## src/rtl/uart_tx.sv

```systemverilog
// 8N1 UART transmitter with valid/ready byte intake and run-time clocks-per-bit.
// Define UART_TX_PARITY_EN to insert a parity bit (8E1/8O1, selected by parity_odd_i).
//
// state  | meaning
// IDLE   | line high, ready for a byte
// START  | start bit (low) for cpb cycles
// DATA   | eight data bits, LSB first
// PARITY | parity bit (only with UART_TX_PARITY_EN)
// STOP   | stop bit (high); tx_done_o in its final cycle

module uart_tx #(
  parameter int DATA_W = 8,
  parameter int CPB_W  = 16
) (
  input  logic              wb_clk_i,
  input  logic              wb_rst_ni,
  input  logic [CPB_W-1:0]  clks_per_bit_i,
  input  logic [DATA_W-1:0] tx_data_i,
  input  logic              tx_valid_i,
`ifdef UART_TX_PARITY_EN
  input  logic              parity_odd_i,
`endif
  output logic              tx_ready_o,
  output logic              tx_o,
  output logic              busy_o,
  output logic              tx_done_o
);

  typedef enum logic [2:0] {
    IDLE   = 3'd0,
    START  = 3'd1,
    DATA   = 3'd2,
    PARITY = 3'd3,
    STOP   = 3'd4
  } state_t;

  state_t            state;
  logic [CPB_W-1:0]  cnt;
  logic [CPB_W-1:0]  cpb_m1;
  logic [2:0]        idx;
  logic [DATA_W-1:0] shift;
`ifdef UART_TX_PARITY_EN
  logic              par_bit;
`endif

  logic bit_end;
  logic last_cycle_next;

  assign tx_ready_o = (state == IDLE);
  assign busy_o     = (state != IDLE);
  assign bit_end    = (cnt == cpb_m1);
  // Next cycle is the last of the current bit: lets tx_done_o be a flop.
  assign last_cycle_next = ((cnt + CPB_W'(1)) == cpb_m1);

  always_ff @(posedge wb_clk_i or negedge wb_rst_ni) begin
    if (!wb_rst_ni) begin
      state     <= IDLE;
      cnt       <= '0;
      cpb_m1    <= '0;
      idx       <= '0;
      shift     <= '0;
      tx_o      <= 1'b1;
      tx_done_o <= 1'b0;
`ifdef UART_TX_PARITY_EN
      par_bit   <= 1'b0;
`endif
    end else begin
      tx_done_o <= 1'b0;
      case (state)
        IDLE: begin
          tx_o <= 1'b1;
          cnt  <= '0;
          idx  <= '0;
          if (tx_valid_i) begin
            shift  <= tx_data_i;
            // A zero bit period is treated as one clock per bit.
            cpb_m1 <= (clks_per_bit_i == '0) ? '0 : clks_per_bit_i - CPB_W'(1);
`ifdef UART_TX_PARITY_EN
            par_bit <= (^tx_data_i) ^ parity_odd_i;
`endif
            tx_o   <= 1'b0;
            state  <= START;
          end
        end

        START: begin
          if (bit_end) begin
            cnt   <= '0;
            idx   <= '0;
            tx_o  <= shift[0];
            state <= DATA;
          end else begin
            cnt <= cnt + CPB_W'(1);
          end
        end

        DATA: begin
          if (bit_end) begin
            cnt <= '0;
            if (idx == 3'(DATA_W - 1)) begin
`ifdef UART_TX_PARITY_EN
              tx_o  <= par_bit;
              state <= PARITY;
`else
              tx_o      <= 1'b1;
              tx_done_o <= (cpb_m1 == '0);
              state     <= STOP;
`endif
            end else begin
              idx   <= idx + 3'd1;
              shift <= shift >> 1;
              tx_o  <= shift[1];
            end
          end else begin
            cnt <= cnt + CPB_W'(1);
          end
        end

`ifdef UART_TX_PARITY_EN
        PARITY: begin
          if (bit_end) begin
            cnt       <= '0;
            tx_o      <= 1'b1;
            tx_done_o <= (cpb_m1 == '0);
            state     <= STOP;
          end else begin
            cnt <= cnt + CPB_W'(1);
          end
        end
`endif

        STOP: begin
          tx_o <= 1'b1;
          if (bit_end) begin
            cnt   <= '0;
            state <= IDLE;
          end else begin
            cnt       <= cnt + CPB_W'(1);
            tx_done_o <= last_cycle_next;
          end
        end

        default: begin
          tx_o  <= 1'b1;
          cnt   <= '0;
          state <= IDLE;
        end
      endcase
    end
  end

endmodule
```

## config.mk

```make
export PLATFORM = sky130hd
export DESIGN_NAME = uart_tx
export DESIGN_NICKNAME = d
export VERILOG_FILES = /design/src/rtl/uart_tx.sv
export SDC_FILE = /design/constraint.sdc
export NUM_CORES = 1
export LEC_CHECK = 0
export BUFFER_PORTS_ARGS = -buffer_cell sky130_fd_sc_hd__buf_2
export CAP_MARGIN = 20
export CORE_ASPECT_RATIO = 1.2
export CORE_MARGIN = 2
export CORE_UTILIZATION = 40
export CTS_BUF_LIST = sky130_fd_sc_hd__clkbuf_16
export CTS_CLUSTER_SIZE = 14
export DETAILED_ROUTE_END_ITERATION = 10
export REMOVE_ABC_BUFFERS = 1
export SLEW_MARGIN = 20
export SYNTH_ARGS = -nofsm -noshare
export SYNTH_HDL_FRONTEND = slang
export SYNTH_SLANG_ARGS = --single-unit
```

## constraint.sdc

```tcl
create_clock -name wb_clk_i -period 2.9 [get_ports wb_clk_i]
set_clock_uncertainty 0.05 [all_clocks]
set_input_delay 0.435 -clock wb_clk_i [delete_from_list [all_inputs] [get_ports wb_clk_i]]
set_output_delay 0.435 -clock wb_clk_i [all_outputs]
set_load 0.005 [all_outputs]
```

==> results.rst <==
.. list-table::
   :header-rows: 1

   * - Metric
     - Value
   * - H-tree levels
     - 2
   * - Fin crit share
     - 90.2%
   * - Placed cells
     - about 440
   * - Final setup vio count
     - 0
   * - Horiz. Die Dim
     - roughly 84 um
   * - Register area share after synthesis
     - between 30 and 40%
   * - Drc violations
     - 0
   * - Die Ht
     - 99.5 um
   * - Top cell type's share of synthesized area
     - about 39%
   * - Remaining global-route overflow
     - 0
   * - Total negative slack
     - 0 ps
   * - Maxcap violations
     - 0
   * - Most used DFF post-synth
     - dfrtp_1
   * - Capture point of the worst reg-to-reg path
     - shift[4]
   * - Vias in the first global route
     - ~2500
   * - Launch point of the critical path
     - cnt[7]
   * - Combined area of all synthesized cells
     - a little over 3000 um2
   * - Fraction of layout cells with a size suffix above 1
     - approximately 19%
   * - Overall die area
     - approximately 8300 um2
   * - Slew Limit Headroom
     - 64.9%
   * - Std cell rows
     - 34
   * - Count of flip-flops with a built-in enable after synthesis
     - 0
   * - Total count of hold-check failures in the final report
     - 0
   * - Power density of the placed cells
     - 730 nW/um2
   * - Dominant cell by count in the synthesized netlist
     - dfrtp_1
   * - Iteration-0 DRC Markers
     - between 100 and 150
   * - RSZ-0062 raised after global routing
     - no
   * - Number of buffers added for setup after CTS
     - 0
   * - Ant diodes
     - 0
   * - Final Util
     - between 40% and 50%
   * - Via total after detailed routing
     - 2497
   * - Maximum number of pins on one net before global-route repair
     - 28
   * - Arrival @ worst endpoint
     - between 2000 and 3000 ps
   * - Register bit total from synthesis
     - between 40 and 50
   * - Initial core utilization
     - 41.6%
   * - TritonCTS clock tree
     - done
   * - Path class of the lowest-slack min-delay path
     - input pin to asynchronous set/reset pin
   * - Count of cells along the worst register-to-register path
     - 6
   * - Hold slack final
     - 54.1 ps
   * - Flop-to-flop setup slack
     - approximately 280 ps
   * - Least-Margin Pin Slew
     - approximately 520 ps
   * - Number of filler instances in the final layout
     - about 700
   * - Outcome
     - finished clean
   * - Multi-input logic area
     - between 1500 and 2000 um2
   * - Area Overhead vs Synth
     - 12.3%
   * - Total wire length after detailed routing
     - ~7000 um
   * - Via/cell ratio
     - around 5.5
   * - Clock latency at the later pin of the worst-skew pair
     - 290 ps
   * - Count of yosys warnings during synthesis
     - 0
   * - Global-route total usage across every layer
     - a little under a fifth
   * - Yosys top cell by area
     - dfrtp_1
   * - Number of library cell types mapped by synthesis
     - 49
   * - First-pass GRT wire length
     - ~12000 um
   * - Maximum buffer depth of the clock tree
     - 2
   * - Core Region
     - approximately 7300 um2
   * - Number of standard cells after synthesis
     - 334
   * - Wire length per cell after detailed routing
     - approximately 15 um
   * - Worst vdd ir
     - between 0.0003 and 0.0004 V
   * - Max Clock Freq
     - about 380 MHz
   * - Shortest period the worst path allows
     - 2620 ps
   * - Termination of the worst setup path
     - shift[4]
   * - Final number of max-transition violations
     - 0
   * - Num CTS Buffers
     - 5
   * - Final cell count without fillers
     - 452
   * - Critical path class
     - flop to flop
   * - Sort of element at the start of the critical path
     - flop
   * - Required time of the critical path
     - between 3000 and 4000 ps
   * - Startpoint of the lowest-slack register-to-register path
     - cnt[7]
   * - Avg Synthesized Cell Area
     - approximately 9.1 um2
   * - Root buffer selected by CTS
     - clkbuf_16
   * - Number of buffer cells added on primary ports
     - 30
   * - Final weighted congestion in routability-driven placement
     - between 0.9 and 1
   * - Count of hold-fix buffers inserted at cts
     - 0
   * - Cts repair resizes
     - 0
   * - Number of antenna violations at the first check in global routing
     - 0
   * - Static leakage
     - roughly 0.0014 uW
   * - Maximum fanout count along the critical path
     - 8
   * - Initial DRT Pass Iterations
     - 4
   * - Register clock-pin slew on the reported worst setup and hold paths
     - about 60 ps
   * - List of most frequent post-synthesis cells
     - 47 x dfrtp_1, 36 x nand2_1, 31 x nor2_1, 31 x xnor2_1, 28 x o21ai_0
   * - Final ANT Viol Nets
     - 0
   * - I/O pin count
     - 31
   * - Cells taking the most area after synthesis
     - dfrtp_1 39%, xnor2_1 8.9%, mux2_2 5.6%
   * - Register area
     - between 1000 and 1500 um2
   * - Final layout net count
     - 392
   * - Worst setup EP type
     - flop
   * - Sink Count
     - 48
   * - Total half-perimeter wirelength after legalization and detailed placement
     - 5260 um
   * - FFs w/ async S/R, synth
     - 100%
sequential cells by signal, summed over array words and instances, names as in the netlist:
signal	flops
cnt	16
cpb_m1	16
idx	3
shift	8
state	3
tx_done_o	1
tx_o	1
cells by family (layout without fill, tap and decap cells):
group | count (synthesis) | after routing | synth area share, %
compound gates | 55 | 55 | 11.4
simple gates | 137 | 137 | 23.6
xor+xnor | 50 | 50 | 14.4
flops | 48 | 48 | 39.5
buf+inv | 23 | 51 | 3.25
fa+ha+maj | 4 | 4 | 1.64
mux | 17 | 17 | 6.21
cells in the final DEF, fill, tap and decap left out, types with 5 or more instances in the layout:
master,synthesis,layout
nand2_1,36,36
nand4_1,6,6
nand2b_1,7,7
nor4_1,11,11
xnor2_1,31,31
nor3_1,11,11
mux2_2,15,15
a21oi_1,8,8
xor2_1,19,19
nand3_1,7,7
buf_4,0,6
inv_1,7,8
o21ai_0,28,28
clkbuf_16,0,5
buf_2,4,30
nor2_1,31,31
dfrtp_1,47,47
worst max-delay path, cell delays in order (launching register included):
cell and delay (ps):
dfrtp_1 450, xnor2_1 390, nand4_1 220, nor3_4 390, nand3b_4 130, a211oi_4 480
mux2_2 390
worst min-delay path by stage:
stage                    from  depth (start not counted)  slack, ps        to
floorplan           wb_rst_ni                          0         90    cnt[0]
global placement    wb_rst_ni                          1        380  shift[1]
detailed placement  wb_rst_ni                          1        390  state[0]
CTS                 wb_rst_ni                          1         80  state[0]
global route        wb_rst_ni                          1        100  state[0]
finish              wb_rst_ni                          1         50  state[0]
through the flow:
step | setup WS (ps) | cell area, um2 | power (uW)
after CTS | 266 | 3420 | 2510
after global routing | 103 | 3420 | 2680
final | 284 | 3420 | 2500
after floorplan | 574 | 2970 | 1660
after global placement | 335 | 3280 | 1940
after detailed placement | 264 | 3280 | 1950
final cells by class:
type	instances	area share, %
clock inverter	3	0.439
sequential	48	35.2
clock buffer	5	3.66
multi-input combinational	263	51.0
timing repair buffer	36	5.71
tap	90	3.29
inverter	7	0.769
where the power goes:
part           switching, uW  internal (uW)
sequential               275            869
clock                    247            314
combinational            416            376
total                    938           1560
metal layers:
layer	vias to the layer above	global-route usage, %	wire (um)
li1	1227	-	-
met1	1161	21.1	2980
met2	92	32.1	3460
met3	17	3.32	319
met4	0	8.19	226
met5	-	0	0
(Power assumes the default switching activity.)
